==> src/rtl/axi_log_arbiter.sv <==
// AXI AR/AW address-event arbiter feeding the BRAM logger write port.
// Per-channel event FIFOs, round-robin grant, registered output stage.
// Ports: Clk_CI/Rst_RI clock and async high reset; Ar*/Aw* observed
// address handshakes; Clear_SI flush; LogFull_SI logger full; Log*_DO
// registered event {channel,id}/addr/len with LogValid_SO; Ar/AwDropCnt_DO
// saturating counts of events lost to full FIFOs.
// Option: define AXI_LOG_ARB_AW_PRIO_EN for fixed AW-first priority.
module axi_log_arbiter #(
  parameter int unsigned AXI_ADDR_BITW = 32,
  parameter int unsigned AXI_ID_BITW   = 8,
  parameter int unsigned AXI_LEN_BITW  = 8,
  parameter int unsigned FIFO_DEPTH    = 4,
  parameter int unsigned DROP_CNT_BITW = 16
) (
  input  logic                     Clk_CI,
  input  logic                     Rst_RI,
  input  logic                     ArValid_SI,
  input  logic                     ArReady_SI,
  input  logic [AXI_ID_BITW-1:0]   ArId_DI,
  input  logic [AXI_ADDR_BITW-1:0] ArAddr_DI,
  input  logic [AXI_LEN_BITW-1:0]  ArLen_DI,
  input  logic                     AwValid_SI,
  input  logic                     AwReady_SI,
  input  logic [AXI_ID_BITW-1:0]   AwId_DI,
  input  logic [AXI_ADDR_BITW-1:0] AwAddr_DI,
  input  logic [AXI_LEN_BITW-1:0]  AwLen_DI,
  input  logic                     Clear_SI,
  input  logic                     LogFull_SI,
  output logic                     LogValid_SO,
  output logic [AXI_ID_BITW:0]     LogId_DO,
  output logic [AXI_ADDR_BITW-1:0] LogAddr_DO,
  output logic [AXI_LEN_BITW-1:0]  LogLen_DO,
  output logic [DROP_CNT_BITW-1:0] ArDropCnt_DO,
  output logic [DROP_CNT_BITW-1:0] AwDropCnt_DO
);

  localparam int unsigned PW = $clog2(FIFO_DEPTH);
  localparam int unsigned EW = AXI_ID_BITW + AXI_ADDR_BITW + AXI_LEN_BITW;

  typedef logic [EW-1:0] entry_t;

  entry_t      ar_mem [FIFO_DEPTH];
  entry_t      aw_mem [FIFO_DEPTH];
  logic [PW:0] ar_wptr, ar_rptr;
  logic [PW:0] aw_wptr, aw_rptr;

  logic   ar_hs, aw_hs;
  logic   ar_empty, aw_empty;
  logic   ar_full, aw_full;
  logic   ar_push, aw_push;
  logic   ar_drop, aw_drop;
  logic   ar_pop, aw_pop;
  logic   consume, load, grant_aw;
  entry_t ar_head, aw_head, win_head;

  assign ar_hs = ArValid_SI && ArReady_SI;
  assign aw_hs = AwValid_SI && AwReady_SI;

  // Extra pointer bit: equal low bits with differing MSB means full.
  assign ar_empty = (ar_wptr == ar_rptr);
  assign aw_empty = (aw_wptr == aw_rptr);
  assign ar_full  = (ar_wptr[PW] != ar_rptr[PW]) &&
                    (ar_wptr[PW-1:0] == ar_rptr[PW-1:0]);
  assign aw_full  = (aw_wptr[PW] != aw_rptr[PW]) &&
                    (aw_wptr[PW-1:0] == aw_rptr[PW-1:0]);

  // Full is judged on current occupancy, so a same-cycle pop
  // does not rescue an event arriving at a full FIFO.
  assign ar_push = ar_hs && !ar_full && !Clear_SI;
  assign aw_push = aw_hs && !aw_full && !Clear_SI;
  assign ar_drop = ar_hs && ar_full && !Clear_SI;
  assign aw_drop = aw_hs && aw_full && !Clear_SI;

  assign consume = LogValid_SO && !LogFull_SI && !Clear_SI;
  assign load    = (!LogValid_SO || consume) &&
                   (!ar_empty || !aw_empty) && !Clear_SI;

`ifdef AXI_LOG_ARB_AW_PRIO_EN
  assign grant_aw = !aw_empty;
`else
  // High when AW had the most recent grant; resets to AW so AR
  // takes the first tie.
  logic last_aw;

  assign grant_aw = !aw_empty && (ar_empty || !last_aw);

  always_ff @(posedge Clk_CI or posedge Rst_RI) begin
    if (Rst_RI) begin
      last_aw <= 1'b1;
    end else if (Clear_SI) begin
      last_aw <= 1'b1;
    end else if (load) begin
      last_aw <= grant_aw;
    end
  end
`endif

  assign ar_pop   = load && !grant_aw;
  assign aw_pop   = load && grant_aw;
  assign ar_head  = ar_mem[ar_rptr[PW-1:0]];
  assign aw_head  = aw_mem[aw_rptr[PW-1:0]];
  assign win_head = grant_aw ? aw_head : ar_head;

  always_ff @(posedge Clk_CI) begin
    if (ar_push) begin
      ar_mem[ar_wptr[PW-1:0]] <= {ArId_DI, ArAddr_DI, ArLen_DI};
    end
    if (aw_push) begin
      aw_mem[aw_wptr[PW-1:0]] <= {AwId_DI, AwAddr_DI, AwLen_DI};
    end
  end

  always_ff @(posedge Clk_CI or posedge Rst_RI) begin
    if (Rst_RI) begin
      ar_wptr <= '0;
      ar_rptr <= '0;
      aw_wptr <= '0;
      aw_rptr <= '0;
    end else if (Clear_SI) begin
      ar_wptr <= '0;
      ar_rptr <= '0;
      aw_wptr <= '0;
      aw_rptr <= '0;
    end else begin
      if (ar_push) ar_wptr <= ar_wptr + 1'b1;
      if (ar_pop)  ar_rptr <= ar_rptr + 1'b1;
      if (aw_push) aw_wptr <= aw_wptr + 1'b1;
      if (aw_pop)  aw_rptr <= aw_rptr + 1'b1;
    end
  end

  always_ff @(posedge Clk_CI or posedge Rst_RI) begin
    if (Rst_RI) begin
      LogValid_SO <= 1'b0;
      LogId_DO    <= '0;
      LogAddr_DO  <= '0;
      LogLen_DO   <= '0;
    end else if (Clear_SI) begin
      LogValid_SO <= 1'b0;
      LogId_DO    <= '0;
      LogAddr_DO  <= '0;
      LogLen_DO   <= '0;
    end else if (load) begin
      LogValid_SO <= 1'b1;
      {LogId_DO[AXI_ID_BITW-1:0], LogAddr_DO, LogLen_DO} <= win_head;
      LogId_DO[AXI_ID_BITW] <= grant_aw;
    end else if (consume) begin
      LogValid_SO <= 1'b0;
    end
  end

  always_ff @(posedge Clk_CI or posedge Rst_RI) begin
    if (Rst_RI) begin
      ArDropCnt_DO <= '0;
      AwDropCnt_DO <= '0;
    end else if (Clear_SI) begin
      ArDropCnt_DO <= '0;
      AwDropCnt_DO <= '0;
    end else begin
      if (ar_drop && ArDropCnt_DO != '1)
        ArDropCnt_DO <= ArDropCnt_DO + 1'b1;
      if (aw_drop && AwDropCnt_DO != '1)
        AwDropCnt_DO <= AwDropCnt_DO + 1'b1;
    end
  end

endmodule

==> config.mk <==
export PLATFORM = sky130hd
export DESIGN_NAME = axi_log_arbiter
export DESIGN_NICKNAME = d
export VERILOG_FILES = /design/src/rtl/axi_log_arbiter.sv
export SDC_FILE = /design/constraint.sdc
export NUM_CORES = 1
export LEC_CHECK = 0
export ABC_AREA = 1
export CAP_MARGIN = 20
export CORE_UTILIZATION = 58
export DETAILED_ROUTE_END_ITERATION = 10
export PLACE_DENSITY = 0.8
export SLEW_MARGIN = 20
export SYNTH_ARGS = -nofsm -noshare
export SYNTH_HDL_FRONTEND = slang
export SYNTH_SLANG_ARGS = --single-unit
==> constraint.sdc <==
create_clock -name Clk_CI -period 5.17 [get_ports Clk_CI]
set_input_delay 1.034 -clock Clk_CI [delete_from_list [all_inputs] [get_ports Clk_CI]]
set_output_delay 1.034 -clock Clk_CI [all_outputs]
set_load 0.005 [all_outputs]
; Word-level counts from Yosys, hierarchy flattened
; Memories as Yosys holds them, arrays and structs flattened.
; Index checks and enable logic that the tools add are counted.
[op_classes]
mux = 28
eq_ne = 8
add_sub_neg = 6
reduce_logical = 41
[ops]
columns = op, n
row1 = $mux 16, 4
row2 = $mux 32, 2
row3 = $mux 48, 1
row4 = $add 16x1->16 const B, 2
row5 = $ne 16x16->1 const B, 2
row6 = $mux 3, 8
row7 = $logic_and 1x1->1, 21
row8 = $mux 9, 2
row9 = $mux 8, 2
row10 = $reduce_bool 2->1, 7
row11 = $add 3x1->3 const B, 4
row12 = $logic_not 1->1, 9
row13 = $mux 1, 9
row14 = $eq 3x3->1, 2
row15 = $eq 2x2->1, 2
row16 = $logic_or 1x1->1, 3
row17 = $reduce_bool 3->1, 1
row18 = $ne 1x1->1, 2
[word_totals]
ram_bits = 384
output_inout_bits = 82
mem_count = 2
reg_bits = 95
[memory_table]
columns = name, depth, word_bits, read_ports, rd_ports_with_merged_regs, wr, line_no
row1 = ar_mem, 4, 48, 1, 0, 1, 42  ; entry_t ar_mem [FIFO_DEPTH];
row2 = aw_mem, 4, 48, 1, 0, 1, 43  ; entry_t aw_mem [FIFO_DEPTH];

; Logic depth before layout (Yosys ltp)
; Gate-level depths: netlist (run 1).
[logic_depth]
depth_word = 9
mapped_depth = 13

; Worst setup path before layout (run 1)
; No wires, ideal clock.
[synth_path]
kind = input -> register
from = input Clear_SI
to = memory ar_mem[0][0] (netlist name), enable pin
setup_ps = 454
slack_ps = 955
arrival_time_ps = 3761
n_path_buf = 2
cell_stages = 5
path_cell_list = inv_1 > buf_2 > buf_1 > nand2_1 > nor2_1
[synth_via]
elab_chain_len = 4
[synth_rtl]
columns = item, line_no
row1 = "start, declared", 27  ; input logic Clear_SI,
row2 = $logic_not 1->1, 69  ; assign ar_push = ar_hs && !ar_full && !Clear_SI;
row3 = $logic_and 1x1->1, 69
row4 = $mux 1, 105  ; if (ar_push) begin
row5 = $mux 1 (not written as such), 106  ; ar_mem[ar_wptr[PW-1:0]] <= {ArId_DI, ArAddr_DI, ArLen_DI};
row6 = "end, declared", 42
; Every way passes these cells.

; Final worst setup path (run 1)
[layout_path]
from = register aw_rptr[0]
to = register aw_rptr[0]
[layout_via]
elab_chain_len = 7
elab_cells_between_ends = 11
classes_between = add/sub (1) / eq/ne (1) / mux (2) / reduce/logical (7)
[layout_rtl]
columns = item, line_no
row1 = "start, declared", 45  ; logic [PW:0] aw_wptr, aw_rptr;
row2 = "start signal, assigned", 128  ; if (aw_pop) aw_rptr <= aw_rptr + 1'b1;
row3 = "parallel branches: the longest is 7 deep, another holds $add 3x1->3", n/a
; Parallel ways; which one is timed is not known. The select of a mux whose other input is x is not followed.
; A chain may end at the register's enable or synchronous reset.

==> flow_summary.toml, run 1 <==
[grt]
grt_antenna_before_repair = 2
gr-usage-all-layers_pct = 26.8
grt_util_met2_pct = 44.7
grt_pass1_vias = 14300
grt_first_pass_wirelength_um = 75400
global_route.overflow_total = 0
busiest_layer = "met2"
globalRouteMet3Util_pct = 3.49
grt_start_max_net_pins = 100
met1_grt_util_pct = 34.5

[routing]
number_of_nets_with_antenna_violations_after_detailed_routing = 0
detail_route.drc_violations = 0
drt-total-wl_um = 48400
drt-pass1-iter-count = 5
post_drt_via_cell_ratio = 5.62
detailedRoute.firstIterationViolations = 1207
detailroute.via_count = 14800
average_detailed_routed_wire_length_per_instance_um = 18.4

[timing]
finalWorstPathRequiredPeriod_ps = 3550
finalHoldViolations = 0
timing.clock.skew_ps = 25.4
tightest_slew_ps = 1100
timing.max_slew.rel_slack_pct = 27.0
setup_violating_endpoint_count_in_the_final_report = 0
rsz_0062_raised_after_global_routing = "false"
fin_setup_tns_ps = 0
timing.final.crit_share_pct = 68.6
achievable-frequency_mhz = 282
slew_violations = 0

[placed_design]
detailed_place.area_mm2 = 0.0229
count_of_input_and_output_buffers = 185
gp_routability_congestion = 0.892
dp.final_hpwl_um = 31000

[clock_network]
ctsHtreeMaxLevel = 2
cts_tree = "built"
cts.hold.buffers_added = 0
cts.path.max_buffers = 3
postCtsResizedCells = 0
tritoncts_num_sinks = 479
cts_setup_buffers = 0
clkTransAtPathRegs_ps = 60
clock_insertion_delay_worst_skew_ps = 570
tritoncts.num_buffers = 47
clockRootBuffer = "clkbuf_16"

[layout]
layout.filler_cells = 2436
final_layout_size_suffix_gt1_share_pct = 8.93
layout-area-overhead-vs-synth_pct = 17.5
layout.cell_area.non_filler_mm2 = 0.0244
final_nets = 2253

[power_and_ir_drop]
finalPower_w = 0.0114
powerDensity_mw_per_mm2 = 466
leakage_nw = 9.72
worst_ir_drop_vdd_v = 0.000355

[critical_path]
cp.buffers_inverters = 2
slowest_delay_ps = 810
path_common_cell = "nand2_1"
worst_case_register_to_register_setup_slack_ps = 1620
critical_path_peak_fanout = 99
cp.arrival_ps = 4030
path_class = "reg2reg"
crit_path_start_kind = "flop"
critical-path-top-delay-family = "simple AND/OR/NAND/NOR gates"
critPathCaptureType = "flop"
crit_path_cell_trace = "buf_4 > nand2_1 > nand2_2 > nand3_4 > inv_2 > nand2_1 > nand2_1 > nand2_2 > nand2_1 > nand2_1 > nand2_1"
critPathRequiredTime_ps = 5650
critical_path.slowest_cell = "buf_4"

[run_status]
outcome = "finished clean"

[flow_run]
cap_viol_max_count = 0

[die]
overall_die_height_um = 191
design.die.area_mm2 = 0.0366
die_w_um = 191
placementRows = 68
fp.coreArea_mm2 = 0.0349
ioPinCount = 186
initial_core_util_pct = 59.5

[logic_synthesis]
synth-simple-area-share_pct = 24.1
synth.yosys.warnings = 0
ys_seq_area_share_pct = 67.0
syn_area_per_cell_um2 = 10.4
number_of_flops_mapped_to_enable_cells_by_yosys = 384
synth_top_family_by_area = "simple AND/OR/NAND/NOR gates"
synthDistinctLibCells = 33
synth.area.mux_share_pct = 0
synthXorXnorAreaFrac_pct = 1.14
netlist_area_before_placement_mm2 = 0.0208
synth_compound_area_share_pct = 3.73
synth_adder_area_share_pct = 0.723
ys_seq_elements = 479
postSynthNetCount = 2105
synth-main-ff-cell = "edfxtp_1"
synth-async-reset-ratio_pct = 19.8
netlist_instances = 1989

[hold_path]
min_path_type = "reg2reg"
layout make-up:
type,count,area (um^2),share of cell area (%)
tap,455,569,2.33
clock buffer,68,1320,5.39
timing repair buffer,211,2050,8.39
antenna,2,5.00,0.0205
sequential,479,13900,57.0
clock inverter,17,165,0.677
inverter,37,149,0.610
multi-input combinational,1361,6240,25.6
worst min-delay path, delay by kind of cell, from the launching register on:
kind,cells,cell delay [ps]
flops,1,370
simple gates,2,100
sequential cells by signal, indices dropped and copies added (netlist names):
register / cells
ar_mem: 192
aw_mem: 192
LogAddr_DO: 32
ArDropCnt_DO: 16
AwDropCnt_DO: 16
LogId_DO: 9
LogLen_DO: 8
ar_rptr: 3
ar_wptr: 3
aw_rptr: 3
aw_wptr: 3
LogValid_SO: 1
last_aw: 1
final timing paths:
| check | cells after the start | from | to |
|---|---|---|---|
| max | 11 | aw_rptr[0] | aw_rptr[0] |
| min | 2 | last_aw | last_aw |
| max reg2reg | 11 | aw_rptr[0] | aw_rptr[0] |
| min reg2reg | 2 | last_aw | last_aw |
| max in group asynchronous | 3 | Rst_RI | ArDropCnt_DO[7] |
| min in group asynchronous | 2 | Rst_RI | LogLen_DO[3] |
through the flow:
step	setup slack [ps]	util (%)	hold WS [ps]	cells
after detailed placement	1540	65.7	462	2543
final	1620	70.0	470	2630
after CTS	1660	69.9	472	2628
after global routing	1240	69.9	485	2628
after global placement	1570	65.7	466	2543
after floorplan	955	-	450	1989
placed cells by master, fill, tap and decap left out, types with 2 or more instances in the layout:
cell type          n
edfxtp_1         384
clkdlybuf4s50_1  185
nand3b_1           3
nor3_4             2
inv_6              2
nor3_1             4
nand2_2            7
clkbuf_8           6
clkinv_1           6
dfrtp_2            2
nand3_1          110
inv_1             29
nand2_1          623
o21ai_1            2
clkinv_2           5
nor2_4            10
or2_1             24
diode_2            2
buf_4             26
bufinv_16          2
or2_0              4
nand3_2            4
o21ai_0            5
dfrtp_1           92
xor2_1            19
a21oi_1          146
nor2_1           253
clkbuf_1          15
clkbuf_16         47
inv_16             2
xnor2_1            8
inv_4              4
inv_2              4
ha_1              12
nand4_1           54
or2_2             68
cell families after synthesis:
logic type / after synthesis
compound gates: 154
xor+xnor: 27
flops: 479
fa+ha+maj: 12
simple gates: 1168
buf+inv: 149
metal layers:
metal  wire length, um  up-vias
met5                 0        -
met4              2570        0
met3              3100      125
met2             23900      631
met1             18800     7037
li1                  -     6990
cells in the mapped netlist, types with 12 or more instances:
master / count / area, um^2
nor2_1: 261 / 980
inv_1: 31 / 116
nand2_1: 624 / 2340
edfxtp_1: 384 / 11500
dfrtp_1: 94 / 2350
nand4_1: 54 / 338
nand3_1: 110 / 551
xor2_1: 19 / 166
ha_1: 12 / 150
or2_1: 24 / 150
buf_2: 39 / 195
or2_2: 68 / 425
a21oi_1: 146 / 731
clkbuf_1: 49 / 184
power breakdown:
part / internal, W / switching [W]
clock network: 0.00188 / 0.00140
logic: 0.00118 / 0.00232
registers: 0.00441 / 0.000179
total: 0.00746 / 0.00391
No activity file was read; power rests on OpenSTA's default activity.
==> run 2, diff against run 1 <==
==> constraint.sdc (replaced) <==
create_clock -name Clk_CI -period 3.54 [get_ports Clk_CI]
set_input_delay 0.708 -clock Clk_CI [delete_from_list [all_inputs] [get_ports Clk_CI]]
set_output_delay 0.708 -clock Clk_CI [all_outputs]
set_load 0.005 [all_outputs]
==> run 2 against run 1 <==
Final area rose by 0.27%; maximum frequency rose by 21%; clock power rose by 45%; non-clock buffer count fell by 1; critical path depth fell by 3; critical endpoint unchanged; cell count barely moved; sequential power rose by 47%; first-iteration DRC count fell by 0.66%; power rose by 45%; clock-buffer cell count rose by 7; largest cell class unchanged.
==> flow_summary.toml, run 2 (synthesized netlist as in run 1, its figures left out) <==
[run_status]
outcome = "finished clean"

[timing]
timing.final.crit_share_pct = 82.8
final.hold.worst_slack_ps = 479
finalWorstPathRequiredPeriod_ps = 2930
achievable-frequency_mhz = 341
slew_violations = 0
timing.clock.skew_ps = 17.9
finalHoldViolations = 0
timing.max_slew.rel_slack_pct = 30.6
setup_violating_endpoint_count_in_the_final_report = 0
tightest_slew_ps = 1040
rsz_0062_raised_after_global_routing = "false"

[flow_run]
cap_viol_max_count = 0

[routing]
drt-pass1-iter-count = 5
average_detailed_routed_wire_length_per_instance_um = 18.1
post_drt_via_cell_ratio = 5.55
number_of_nets_with_antenna_violations_after_detailed_routing = 0
detailroute.via_count = 14600
detailedRoute.firstIterationViolations = 1199
drt-total-wl_um = 47400
detail_route.drc_violations = 0

[grt]
grt_pass1_vias = 13800
grt_antenna_before_repair = 0
gr-usage-all-layers_pct = 26.0
grt_start_max_net_pins = 98
global_route.overflow_total = 0
grt_first_pass_wirelength_um = 73200

[clock_network]
cts.path.max_buffers = 3
clock_insertion_delay_worst_skew_ps = 550
clockRootBuffer = "clkbuf_16"
postCtsResizedCells = 0
clkTransAtPathRegs_ps = 60
ctsHtreeMaxLevel = 2
cts_tree = "built"
cts.hold.buffers_added = 0
tritoncts.num_buffers = 47
cts_setup_buffers = 0
tritoncts_num_sinks = 479

[placed_design]
count_of_input_and_output_buffers = 185
dp.final_hpwl_um = 29300
detailed_place.area_mm2 = 0.0230
gp_routability_congestion = 0.950
dp.cells = 2542

[critical_path]
slowest_delay_ps = 890
critical_path_peak_fanout = 51
path_common_cell = "nand2_1"
crit_path_cell_trace = "nand2_1 > nand2_1 > nand3_4 > nand2_2 > nand2_1 > nand2_1 > nand2_1 > nand2_1"
critPathCaptureType = "flop"
critical_path.slowest_cell = "nand2_2"
rr_startpoint = "aw_rptr[1]"
critPathRequiredTime_ps = 4010
path_class = "reg2reg"
cp.arrival_ps = 3400
crit_path_start_kind = "flop"
setup.worst_path.start = "aw_rptr[1]"

[layout]
fin_cells = 2628
n_antenna_cell = 0
layout.cell_area.non_filler_mm2 = 0.0245
final_nets = 2252
final_layout_size_suffix_gt1_share_pct = 8.61
mostFrequentLayoutCells = "nand2_1, edfxtp_1, nor2_1"
final_common_cell = "nand2_1"
utilization_pct = 70.2
layout-area-overhead-vs-synth_pct = 17.8

[hold_path]
min_path_type = "reg2reg"
holdCritStartpoint = "last_aw"

[power_and_ir_drop]
leakage_nw = 9.72
powerDensity_mw_per_mm2 = 676
worst_ir_drop_vdd_v = 0.000464
finalPower_w = 0.0165

[die]
initial_core_util_pct = 59.5
fp.coreArea_mm2 = 0.0349
die_w_um = 191
design.die.area_mm2 = 0.0366
placementRows = 68
overall_die_height_um = 191
ioPinCount = 186
==> run 2: worst paths after layout <==
| check | endpoint | slack, ps | cells past startpoint |
|---|---|---|---|
| worst max-delay path | aw_rptr[0] | 610 | 8 |
| worst min-delay path | last_aw | 480 | 2 |
| max in group asynchronous | LogAddr_DO[15] | 2370 | 3 |
| worst max register to register | aw_rptr[0] | 610 | 8 |
| worst min register to register | last_aw | 480 | 2 |
| min in group asynchronous | ar_wptr[1] | 520 | 2 |
==> run 2: power breakdown <==
| part | internal [W] | switching, W |
|---|---|---|
| clock network | 0.00274 | 0.00201 |
| registers | 0.00644 | 0.000333 |
| logic | 0.00174 | 0.00327 |
| total | 0.0109 | 0.00561 |
==> run 2: stage by stage <==
stage / TNS (ps) / setup WS (ps)
final: 0 / 608
after global routing: 0 / 334
after CTS: 0 / 633
after detailed placement: 0 / 569
after global placement: 0 / 659
after floorplan: -133680 / -349
==> run 2: metal layers <==
metal,global-route usage (%),share of wire (%),up-vias
li1,-,-,6965
met1,32.8,39,6990
met2,46.1,52,539
met3,3.51,6.6,90
met4,8.73,3.1,0
met5,0,0,-
==> run 2: critical path: cells and delay by family (launching register included) <==
kind             cells  cell delay [ps]
flip-flops           1              700
AND/OR/NAND/NOR      8             2150
==> run 2: area by class of cell <==
type	count	area, um^2
Timing Repair Buffer	210	2140
Inverter	37	149
Fill cell	2452	10400
Multi-Input combinational cell	1361	6240
Tap cell	455	569
Clock inverter	11	73.8
Clock buffer	75	1390
Sequential cell	479	13900
